$ cat config.mk
export PLATFORM = sky130hd
export DESIGN_NAME = shared_reg_arbiter
export DESIGN_NICKNAME = d
export VERILOG_FILES = /design/src/rtl/shared_reg_arbiter.sv
export SDC_FILE = /design/constraint.sdc
export NUM_CORES = 1
export LEC_CHECK = 0
export ABC_AREA = 1
export BUFFER_PORTS_ARGS = -buffer_cell sky130_fd_sc_hd__buf_2
export CAP_MARGIN = 20
export CELL_PAD_IN_SITES_DETAIL_PLACEMENT = 0
export CELL_PAD_IN_SITES_GLOBAL_PLACEMENT = 1
export CORE_ASPECT_RATIO = 1.4
export CORE_MARGIN = 4
export CORE_UTILIZATION = 30
export DETAILED_ROUTE_END_ITERATION = 7
export GPL_ROUTABILITY_DRIVEN = 1
export GPL_TIMING_DRIVEN = 0
export PLACE_DENSITY_LB_ADDON = 0.08
export REMOVE_ABC_BUFFERS = 1
export SYNTH_ARGS = -nofsm -noshare
export SYNTH_HDL_FRONTEND = slang
export SYNTH_SLANG_ARGS = --single-unit
$ cat constraint.sdc
create_clock -name clk -period 1.63 [get_ports clk]
set_input_delay 0.163 -clock clk [delete_from_list [all_inputs] [get_ports clk]]
set_output_delay 0.163 -clock clk [all_outputs]
set_load 0.03 [all_outputs]
$ cat src/rtl/shared_reg_arbiter.sv
// shared_reg_arbiter: round-robin write arbiter and force/release sequencer
// for one shared DW-bit register. N_REQ requesters use a level req with a
// registered one-hot gnt. Only the granted requester may load the register.
// A force override pins the register to force_val and beats any grant.
//
// Optional feature macro: SRA_TIMEOUT_EN
//   When defined, a grant that has been held for MAX_HOLD cycles is revoked.
//   timeout_pulse fires for one cycle. The offending requester is then locked
//   out until it drops req for at least one cycle.
//   When undefined, a grant is held for as long as req stays high, and
//   timeout_pulse is tied low.
module shared_reg_arbiter #(
    parameter int            N_REQ    = 4,
    parameter int            DW       = 8,
    parameter int            MAX_HOLD = 16,
    parameter logic [DW-1:0] RST_VAL  = '0
) (
    input  logic                clk,
    input  logic                rst,
    input  logic [N_REQ-1:0]    req,
    input  logic [N_REQ-1:0]    wr_en,
    input  logic [N_REQ*DW-1:0] wr_data,
    input  logic                force_en,
    input  logic [DW-1:0]       force_val,
    output logic [N_REQ-1:0]    gnt,
    output logic [DW-1:0]       q,
    output logic                busy,
    output logic                timeout_pulse
);

    localparam int PW = (N_REQ > 1) ? $clog2(N_REQ) : 1;

    localparam logic [1:0] ST_IDLE   = 2'd0;
    localparam logic [1:0] ST_GRANT  = 2'd1;
    localparam logic [1:0] ST_FORCED = 2'd2;

    logic [1:0]       state;
    logic [PW-1:0]    rr_ptr;
    logic [PW-1:0]    cur;
    logic [N_REQ-1:0] eligible;
    logic [N_REQ-1:0] pick_oh;
    logic [PW-1:0]    pick_idx;
    logic             pick_vld;
    logic [PW:0]      cand;
    logic             cur_req;
    logic             cur_wr;
    logic [DW-1:0]    cur_data;
    logic             timeout_hit;

    // Round-robin successor, wrapping N_REQ-1 back to 0 for any N_REQ.
    function automatic logic [PW-1:0] next_idx(input logic [PW-1:0] i);
        if (i == PW'(N_REQ - 1)) begin
            return '0;
        end
        return i + PW'(1);
    endfunction

    assign busy = (state != ST_IDLE);

    // Select the first eligible requester at or after rr_ptr.
    always_comb begin
        pick_vld = 1'b0;
        pick_idx = '0;
        pick_oh  = '0;
        cand     = '0;
        for (int k = 0; k < N_REQ; k++) begin
            cand = {1'b0, rr_ptr} + (PW+1)'(k);
            if (cand >= (PW+1)'(N_REQ)) begin
                cand = cand - (PW+1)'(N_REQ);
            end
            if (!pick_vld && eligible[cand[PW-1:0]]) begin
                pick_vld = 1'b1;
                pick_idx = cand[PW-1:0];
            end
        end
        if (pick_vld) begin
            pick_oh[pick_idx] = 1'b1;
        end
    end

    // Current owner's request, write strobe and data, selected by the one-hot gnt.
    always_comb begin
        cur_req  = |(req & gnt);
        cur_wr   = |(wr_en & gnt);
        cur_data = '0;
        for (int k = 0; k < N_REQ; k++) begin
            if (gnt[k]) begin
                cur_data = wr_data[k*DW +: DW];
            end
        end
    end

`ifdef SRA_TIMEOUT_EN
    localparam int CW = $clog2(MAX_HOLD + 1);

    logic [CW-1:0]    hold_cnt;
    logic [N_REQ-1:0] lock;
    logic             to_take;

    assign eligible    = req & ~lock;
    assign timeout_hit = cur_req && (hold_cnt == CW'(MAX_HOLD - 1));
    assign to_take     = (state == ST_GRANT) && !force_en && timeout_hit;

    // Hold counter, lockout mask and one-cycle timeout pulse.
    always_ff @(posedge clk) begin
        if (rst) begin
            hold_cnt      <= '0;
            lock          <= '0;
            timeout_pulse <= 1'b0;
        end else begin
            timeout_pulse <= to_take;
            if (state == ST_GRANT) begin
                hold_cnt <= hold_cnt + CW'(1);
            end else begin
                hold_cnt <= '0;
            end
            // A locked requester becomes eligible again once it drops req.
            lock <= (lock & req) | (to_take ? gnt : '0);
        end
    end
`else
    assign eligible      = req;
    assign timeout_hit   = 1'b0;
    assign timeout_pulse = 1'b0;
`endif

    // Main sequencer: grant and release, force override, and register loads.
    always_ff @(posedge clk) begin
        if (rst) begin
            state  <= ST_IDLE;
            q      <= RST_VAL;
            gnt    <= '0;
            cur    <= '0;
            rr_ptr <= '0;
        end else begin
            case (state)
                ST_IDLE: begin
                    if (force_en) begin
                        state <= ST_FORCED;
                        q     <= force_val;
                    end else if (pick_vld) begin
                        state <= ST_GRANT;
                        gnt   <= pick_oh;
                        cur   <= pick_idx;
                    end
                end
                ST_GRANT: begin
                    if (force_en) begin
                        // The force discards the owner's same-cycle write and revokes the grant.
                        state  <= ST_FORCED;
                        q      <= force_val;
                        gnt    <= '0;
                        rr_ptr <= next_idx(cur);
                    end else begin
                        if (cur_wr) begin
                            q <= cur_data;
                        end
                        if (!cur_req || timeout_hit) begin
                            state  <= ST_IDLE;
                            gnt    <= '0;
                            rr_ptr <= next_idx(cur);
                        end
                    end
                end
                ST_FORCED: begin
                    if (force_en) begin
                        q <= force_val;
                    end else begin
                        state <= ST_IDLE;
                    end
                end
                default: begin
                    state <= ST_IDLE;
                    gnt   <= '0;
                end
            endcase
        end
    end

endmodule

## Word-level counts from Yosys, hierarchy flattened

Index checks and enable logic that the tools add are counted.

| word-level totals | value |
|---|---|
| register bits | 18 |
| latch bits | 0 |
| memory bits (writable) | 0 |
| bits in read-only memories | 0 |
| input port bits | 51 |
| output and inout bits | 14 |
| logic and storage cells | 110 |
| memories | 0 |

| operators by class | value |
|---|---|
| add/subtract/negate cells | 8 |
| multiply operators | 0 |
| div/mod/pow operators | 0 |
| $lt $le $gt $ge | 10 |
| equal/unequal tests | 11 |
| shifts and indexed selects | 0 |
| mux-type cells | 54 |
| bitwise gates (word level) | 4 |
| reduce and logical (&&, ||, !) cells | 18 |

Operator list:

| cell | count |
|---|---|
| two-way mux 8 bit | 7 |
| two-way mux 2 bit | 18 |
| two-way mux 1 bit | 17 |
| two-way mux 4 bit | 4 |
| case mux 8 bit (2 select lines) | 1 |
| less-than comparator 2 x 3 -> 1 bit, second input constant | 5 |
| case mux 4 bit (3 select lines) | 1 |
| greater-or-equal comparator 3 bit, second input constant | 3 |
| != test 3 bit, second input constant | 3 |
| AND reduction 3 bit | 3 |
| AND 4 bit | 2 |
| binary-select mux 1 bit (select 2 bit) | 4 |
| != test 2 bit, second input constant | 4 |
| OR reduction 4 bit | 2 |
| subtractor 2 x 1 -> 2 bit, second input constant | 4 |
| adder 2 x 2 -> 3 bit, second input constant | 2 |
| case mux 2 bit (3 select lines) | 1 |
| equality test 2 bit, second input constant | 2 |
| logical AND 1 bit | 4 |
| AND reduction 4 bit | 1 |
| nonzero test 2 bit | 2 |
| adder 2 x 1 -> 3 bit, second input constant | 1 |
| greater-or-equal comparator 2 x 3 -> 1 bit, second input constant | 1 |
| zero test 1 bit | 3 |
| 9 further kinds | 10 |

## Depth between registers and ports, before layout

Gate-level depths: netlist of run 1.

| depth | value |
|---|---|
| depth after elaboration | 21 |
| depth in mapped cells | 12 |
| mapped depth without buffers | 12 |

## Worst setup path after synthesis of run 1

OpenSTA, ideal clock, no wires.

| timing path | value |
|---|---|
| path type | reg-to-reg |
| from | register gnt[2] |
| to | register q[0] |
| setup time | 0.122 ns |
| data arrival time | 1.348 ns |
| required time | 1.508 ns |
| setup slack | 0.160 ns |
| stages on the path, launching flop included | 9 |
| period minus slack after synthesis | 1.470 ns |
| cell sequence | dfxtp_1 > buf_2 > nand2_1 > nand4_1 > nand2_1 > nand2_1 > inv_1 > a21oi_1 > a21oi_1 |

| on the way | value |
|---|---|
| cells in the longest elaborated chain, start to end | 5 |

Ends and longest elaborated chain:

| what | line | source |
|---|---|---|
| from (decl) | 25 | `output logic [N_REQ-1:0] gnt,` |
| from (signal assigned) | 143 | `gnt <= pick_oh;` |
| two-way mux 8 bit (2 in series) | 87 | `if (gnt[k]) begin` |
| two-way mux 8 bit | 155 | `if (cur_wr) begin` |
| two-way mux 8 bit | 148 | `if (force_en) begin` |
| case mux 8 bit (2 select lines) | 136 | `case (state)` |
| to (signal assigned) | 140 | `q <= force_val;` |
| to (signal assigned) | 151 | `q <= force_val;` |
| to (signal assigned) | 156 | `q <= cur_data;` |
| to (decl) | 26 | `output logic [DW-1:0] q,` |

Several ways; a longest one is shown, not always the timed one. The select of a mux whose other input is x is not followed.
A chain may end at the register's enable or synchronous reset.

## Final worst setup path of run 1

| timing path | value |
|---|---|
| from | register rr_ptr[0] |
| to | register gnt[3] |

| on the way | value |
|---|---|
| cells in the longest elaborated chain, start to end | 21 |

Ends and longest elaborated chain:

| what | line | source |
|---|---|---|
| from (decl) | 38 | `logic [PW-1:0] rr_ptr;` |
| from (signal assigned) | 153 | `rr_ptr <= next_idx(cur);` |
| from (signal assigned) | 161 | `rr_ptr <= next_idx(cur);` |
| branches (longest 21 deep; another with adder 2 x 1 -> 3 bit) | - |  |

Several ways; the timed one is not identified. The select of a mux whose other input is x is not followed.

==> impl_metrics.json, run 1 <==
{
  "startpoint": "rr_ptr[0]",
  "r2r_setup_slack_ps": 110,
  "synth_edf_count": 0,
  "clk_path_buf_depth": 2,
  "p_int_mw": 0.8754,
  "final_common_cell": "buf_2",
  "final.min_clock_period_ps": 1523,
  "gr-usage-met1_pct": 15.45,
  "routed_wirelength_microns": 4440,
  "row_count": 28,
  "post-route-period-util_pct": 93.44,
  "rr_worst_depth": 12,
  "fin_ws_ps": 106.9,
  "die_w_microns": 65.04,
  "grt_use_total_pct": 15.20,
  "leakagePower_nw": 0.8948,
  "pwr-share-seq_pct": 37.7,
  "drc_errors": 0,
  "insertion_delay_ps": 250,
  "r2r_start": "rr_ptr[0]",
  "ys_ff_latch": 18,
  "arrival_ps": 1710,
  "slew_violations": 0,
  "cts_root_buf": "clkbuf_8",
  "portBuffers": 63,
  "combinationalPowerShare_pct": 36.1,
  "htreeDepth": 1,
  "first_pass_iters": 4,
  "cp.required_ps": 1810,
  "coreArea_sq_mm": 0.004309,
  "syn_inst": 224,
  "wl_per_cell_microns": 12.80,
  "reg2reg_to": "gnt[3]",
  "p_per_area_mw_per_mm2": 744.2,
  "crit_end": "gnt[3]",
  "grt_use_met2_pct": 31.94,
  "vias": 1634,
  "die-height_microns": 87.85,
  "setup_viol": 0,
  "final_antenna_net_count": 0,
  "hp-start": "force_val[4]",
  "final_util_pct": 42.94,
  "cp_max_fo": 6,
  "start_util_pct": 31.71,
  "p_sw_share_pct": 36.43,
  "syn_area_sq_mm": 0.001366,
  "final_nets": 340,
  "mostFrequentLayoutCells": "buf_2 (63), nand2_1 (53), o21ai_0 (29), nor2_1 (25), a21oi_1 (22)",
  "power_mw": 1.377,
  "grt_pass1_vias": 1552,
  "yosysWarnings": 0,
  "viasPerCell": 4.709,
  "startpoint_type": "flip-flop",
  "hold_viol_final": 0,
  "grt_pass1_wl_microns": 6906,
  "p_clk_share_pct": 26.3,
  "top_level_ports": 65,
  "drive_gt1_share_pct": 38.33,
  "hpwl_microns": 3491,
  "ir_drop_mv": 0.5096,
  "power_switching_mw": 0.5017,
  "synth_area_per_cell_sq_um": 6.100,
  "rsz0062_at_grt": "yes",
  "critPathKind": "flip-flop to flip-flop",
  "final_area_sq_mm": 0.001851,
  "num_antenna_cells": 0,
  "skew_ps": 1.376,
  "pre_cts_slack_ps": -210.0,
  "numClockSinks": 18,
  "max_freq_mhz": 656.6,
  "synth_cell_types": 22,
  "postPlaceCellArea_sq_mm": 0.001694,
  "syn_to_final_growth_pct": 35.44,
  "clkTransAtPathRegs_ps": 70,
  "grt_most_used_layer": "met2",
  "dieArea_sq_mm": 0.005713,
  "cts_made_buffers": 3,
  "ctsHoldBuffers": 0,
  "gp_congestion": 0.7262,
  "whs_ps": 193.4,
  "worstHoldPathType": "input pin to flip-flop",
  "drt_iter0_markers": 59,
  "use_met3_pct": 3.081,
  "async_flop_share_pct": 0,
  "synth-seq-area-share_pct": 26.37,
  "synthFlopType": "dfxtp_1",
  "status": "finished clean",
  "cap_violations": 0,
  "grt_max_degree": 21,
  "cp-end-kind": "flip-flop",
  "grt_overflow": 0,
  "antenna_found_initial": 0,
  "cts_tree": "done"
}
[worst min path at each step]
stage          endpoint  slack [ps]  cells after the start
2_1_floorplan    gnt[0]         230                      1
3_3_place_gp       q[4]         450                      3
3_5_place_dp       q[4]         460                      3
4_1_cts          gnt[1]         180                      2
5_1_grt          gnt[0]         200                      2
6_report           q[4]         190                      3
[critical path, stage by stage, from the launching register on]
cell and delay (ps):
dfxtp_4 380, buf_6 140, nand2_1 70, nand2_2 60
nand2_2 70, nand2_2 60, nor2_4 150, nand3_4 100
nand2_1 70, nand2_1 60, nand2_2 100, nand2_1 70
a21oi_2 130
[flip-flops by register name (all words and copies together) (netlist names)]
register  flops
gnt           4
rr_ptr        2
cur           2
q             8
state         2
[cell families (layout without fill, tap and decap cells)]
group,Yosys count,count (layout),share of synthesized area [%]
simple gates,113,113,37.00
buf+inv,28,91,10.07
flops,18,18,26.37
fa+ha+maj,1,1,0.9156
compound gates,63,63,25.37
other cells,1,1,0.2745
[metrics by stage]
step	instances	setup TNS (ps)
after global routing	347	-61.67
after CTS	343	0
final	347	0
after floorplan	216	0
after detailed placement	339	-2183
after global placement	339	-2241
[cells in the mapped netlist, drive strengths merged, types with 2 or more instances]
master / n / area, sq um
a21oi: 26 / 141.4
a22oi: 8 / 60.06
buf: 6 / 45.04
clkbuf: 2 / 17.51
dfxtp: 18 / 360.4
inv: 20 / 75.07
nand2: 68 / 280.3
nand3: 12 / 75.07
nand4: 3 / 18.77
nor2: 29 / 123.9
o21ai: 29 / 145.1
[metal layers]
metal	up-vias	share of wire, %
li1	863	-
met1	736	39
met2	33	56
met3	2	4.4
met4	0	0.25
met5	-	0
[cell type report]
class	count	area (sq um)
Clock buffer	4	55.05
Inverter	20	77.57
Fill cell	507	2459
Multi-Input combinational cell	178	919.6
Sequential cell	18	374.1
Timing Repair Buffer	67	349.1
Tap cell	60	75.07
[what timing repair did]
| action | in CTS | in global routing |
|---|---|---|
| pin swaps | 0 | 3 |
| endpoints found under the setup margin | 15 | 14 |
| gates cloned | 0 | 0 |
| buffers inserted | 0 | 4 |
| gates resized for setup | 6 | 19 |
[power by group through the flow]
stage,clock network [mW],logic [mW],registers [mW]
floorplan,0,0.261,0.566
global placement,0,0.459,0.530
detailed placement,0,0.457,0.530
CTS,0.380,0.459,0.521
global route,0.403,0.556,0.526
finish,0.362,0.497,0.519
Power figures use the tool's default switching activity.
==> run 2: changes to the inputs <==
--- a/config.mk
+++ b/config.mk
@@ -13,6 +13,7 @@
 export CORE_ASPECT_RATIO = 1.4
 export CORE_MARGIN = 4
 export CORE_UTILIZATION = 30
+export CTS_BUF_LIST = sky130_fd_sc_hd__clkbuf_16
 export DETAILED_ROUTE_END_ITERATION = 7
 export GPL_ROUTABILITY_DRIVEN = 1
 export GPL_TIMING_DRIVEN = 0
==> run 2 against run 1 <==
Compared with the run above: register-to-register slack is essentially flat; maximum frequency shrank 0.84%; critical path depth shrank 1; sequential share of layout area shrank 0.65 points; via count shrank 0.61%; largest cell class unchanged; largest power group is now combinational cells.
==> impl_metrics.json, run 2 (synthesized netlist as in run 1, its figures left out) <==
{
  "place_inst": 339,
  "top_regs": "q: 8 flops, gnt: 4 flops",
  "grt_pass1_wl_microns": 6941,
  "numClockSinks": 18,
  "post-route-period-util_pct": 94.24,
  "startpoint": "rr_ptr[0]",
  "vias": 1624,
  "hold_viol_final": 0,
  "cts_root_buf": "clkbuf_16",
  "slew_violations": 0,
  "rr_worst_depth": 11,
  "cts_made_buffers": 3,
  "path_buf_inv": 1,
  "r2r_start": "rr_ptr[0]",
  "drc_errors": 0,
  "antenna_found_initial": 0,
  "grt_use_total_pct": 15.31,
  "num_antenna_cells": 0,
  "grt_pass1_vias": 1547,
  "use_met3_pct": 3.081,
  "gr-usage-met1_pct": 15.68,
  "clk_path_buf_depth": 2,
  "gp_congestion": 0.7262,
  "leakagePower_nw": 0.9163,
  "final_antenna_net_count": 0,
  "finalNonFillerCells": 348,
  "routed_wirelength_microns": 4491,
  "insertion_delay_ps": 250,
  "r2r_setup_slack_ps": 90,
  "grt_max_degree": 21,
  "clkTransAtPathRegs_ps": 50,
  "rsz0062_at_grt": "yes",
  "top_level_ports": 65,
  "critPathKind": "flip-flop to flip-flop",
  "critical_path_cell_count": 11,
  "setup_viol": 0,
  "worstPathCellList": "buf_4, nand2_2, nand3_2, nand2_4, nor2_4, nand3_2, nand2_2, nand2_4, nor2_4, nand2_1, a21oi_2",
  "cp.required_ps": 1810,
  "coreArea_sq_mm": 0.004309,
  "row_count": 28,
  "grt_most_used_layer": "met2",
  "fill_cells": 497,
  "ctsHoldBuffers": 0,
  "mostFrequentLayoutCells": "buf_2 (63), nand2_1 (50), o21ai_0 (29), nor2_1 (23), a21oi_1 (22)",
  "cp_max_fo": 5,
  "wl_per_cell_microns": 12.91,
  "max_freq_mhz": 651.0,
  "worstHoldPathType": "input pin to flip-flop",
  "drt_iter0_markers": 60,
  "startpoint_type": "flip-flop",
  "final.min_clock_period_ps": 1536,
  "ir_drop_mv": 0.6482,
  "status": "finished clean",
  "critPathSlowestCell": "dfxtp_4",
  "largest_register_ffs": 8,
  "die_w_microns": 65.04,
  "start_util_pct": 31.71,
  "cap_violations": 0,
  "drive_gt1_share_pct": 40.28,
  "syn_to_final_growth_pct": 39.93,
  "grt_overflow": 0,
  "hpwl_microns": 3491,
  "reg2reg_to": "gnt[1]",
  "portBuffers": 63,
  "die-height_microns": 87.85,
  "grt_use_met2_pct": 32.03,
  "dieArea_sq_mm": 0.005713,
  "first_pass_iters": 3,
  "skew_ps": 3.133,
  "p_per_area_mw_per_mm2": 800.3,
  "cp-end-kind": "flip-flop",
  "largest_register": "q",
  "path_delay_family": "simple AND/OR/NAND/NOR gates",
  "critPathMaxStageDelay_ps": 400,
  "crit_end": "gnt[1]",
  "arrival_ps": 1720,
  "cts_tree": "done",
  "final_nets": 341,
  "htreeDepth": 1,
  "viasPerCell": 4.667,
  "final_common_cell": "buf_2",
  "tns_ps": 0
}
[run 2: cell types whose count changed in the layout (fill, tap and decap cells not counted), sizes merged]
| cell | delta |
|---|---|
| buf | +1 |
| clkbuf | -1 |
| clkinv | +1 |
[run 2: where the power goes]
part           internal [mW]  total [mW]  switching, mW
Sequential             0.476       0.520         0.0434
Clock                  0.326       0.488          0.162
Combinational          0.197       0.522          0.326
[run 2: cell type report]
class	instances	area, sq um	share of cell area, %
multi-input combinational	178	947.2	49.54
sequential	18	374.1	19.57
timing repair buffer	68	356.6	18.65
inverter	20	80.08	4.188
clock buffer	3	75.07	3.927
tap	60	75.07	3.927
clock inverter	1	3.754	0.1963
[run 2: stage by stage]
stage          area [sq um]  utilization, %  setup slack [ps]  total power, mW  hold slack, ps
6_report               1912           44.37             93.96            1.530           201.5
3_3_place_gp           1694           39.31            -240.1           0.9892           450.1
4_1_cts                1783           41.38             17.40            1.487           196.3
3_5_place_dp           1694           39.31            -210.0           0.9874           455.8
5_1_grt                1912           44.37            -23.88            1.637           211.5
2_1_floorplan          1304               -             78.52           0.8274           225.4
[run 2: worst min path at each step]
stage            startpoint      to  slack, ps  cells past startpoint
6_report                rst  gnt[2]        200                      2
5_1_grt                 rst  gnt[0]        210                      2
4_1_cts                 rst  gnt[1]        200                      2
3_5_place_dp   force_val[4]    q[4]        460                      3
3_3_place_gp   force_val[4]    q[4]        450                      3
2_1_floorplan           rst  gnt[0]        230                      1
[run 2: routing by layer]
metal | vias up | wire (microns)
li1 | 866 | -
met1 | 728 | 1762
met2 | 28 | 2535
met3 | 2 | 182
met4 | 0 | 11
met5 | - | 0
[run 2: timing repair]
| action | in CTS | in global routing |
|---|---|---|
| endpoints found under the setup margin | 15 | 14 |
| gates resized for setup | 6 | 28 |
| gates cloned | 0 | 0 |
| buffers inserted | 0 | 5 |
| pin swaps | 0 | 11 |
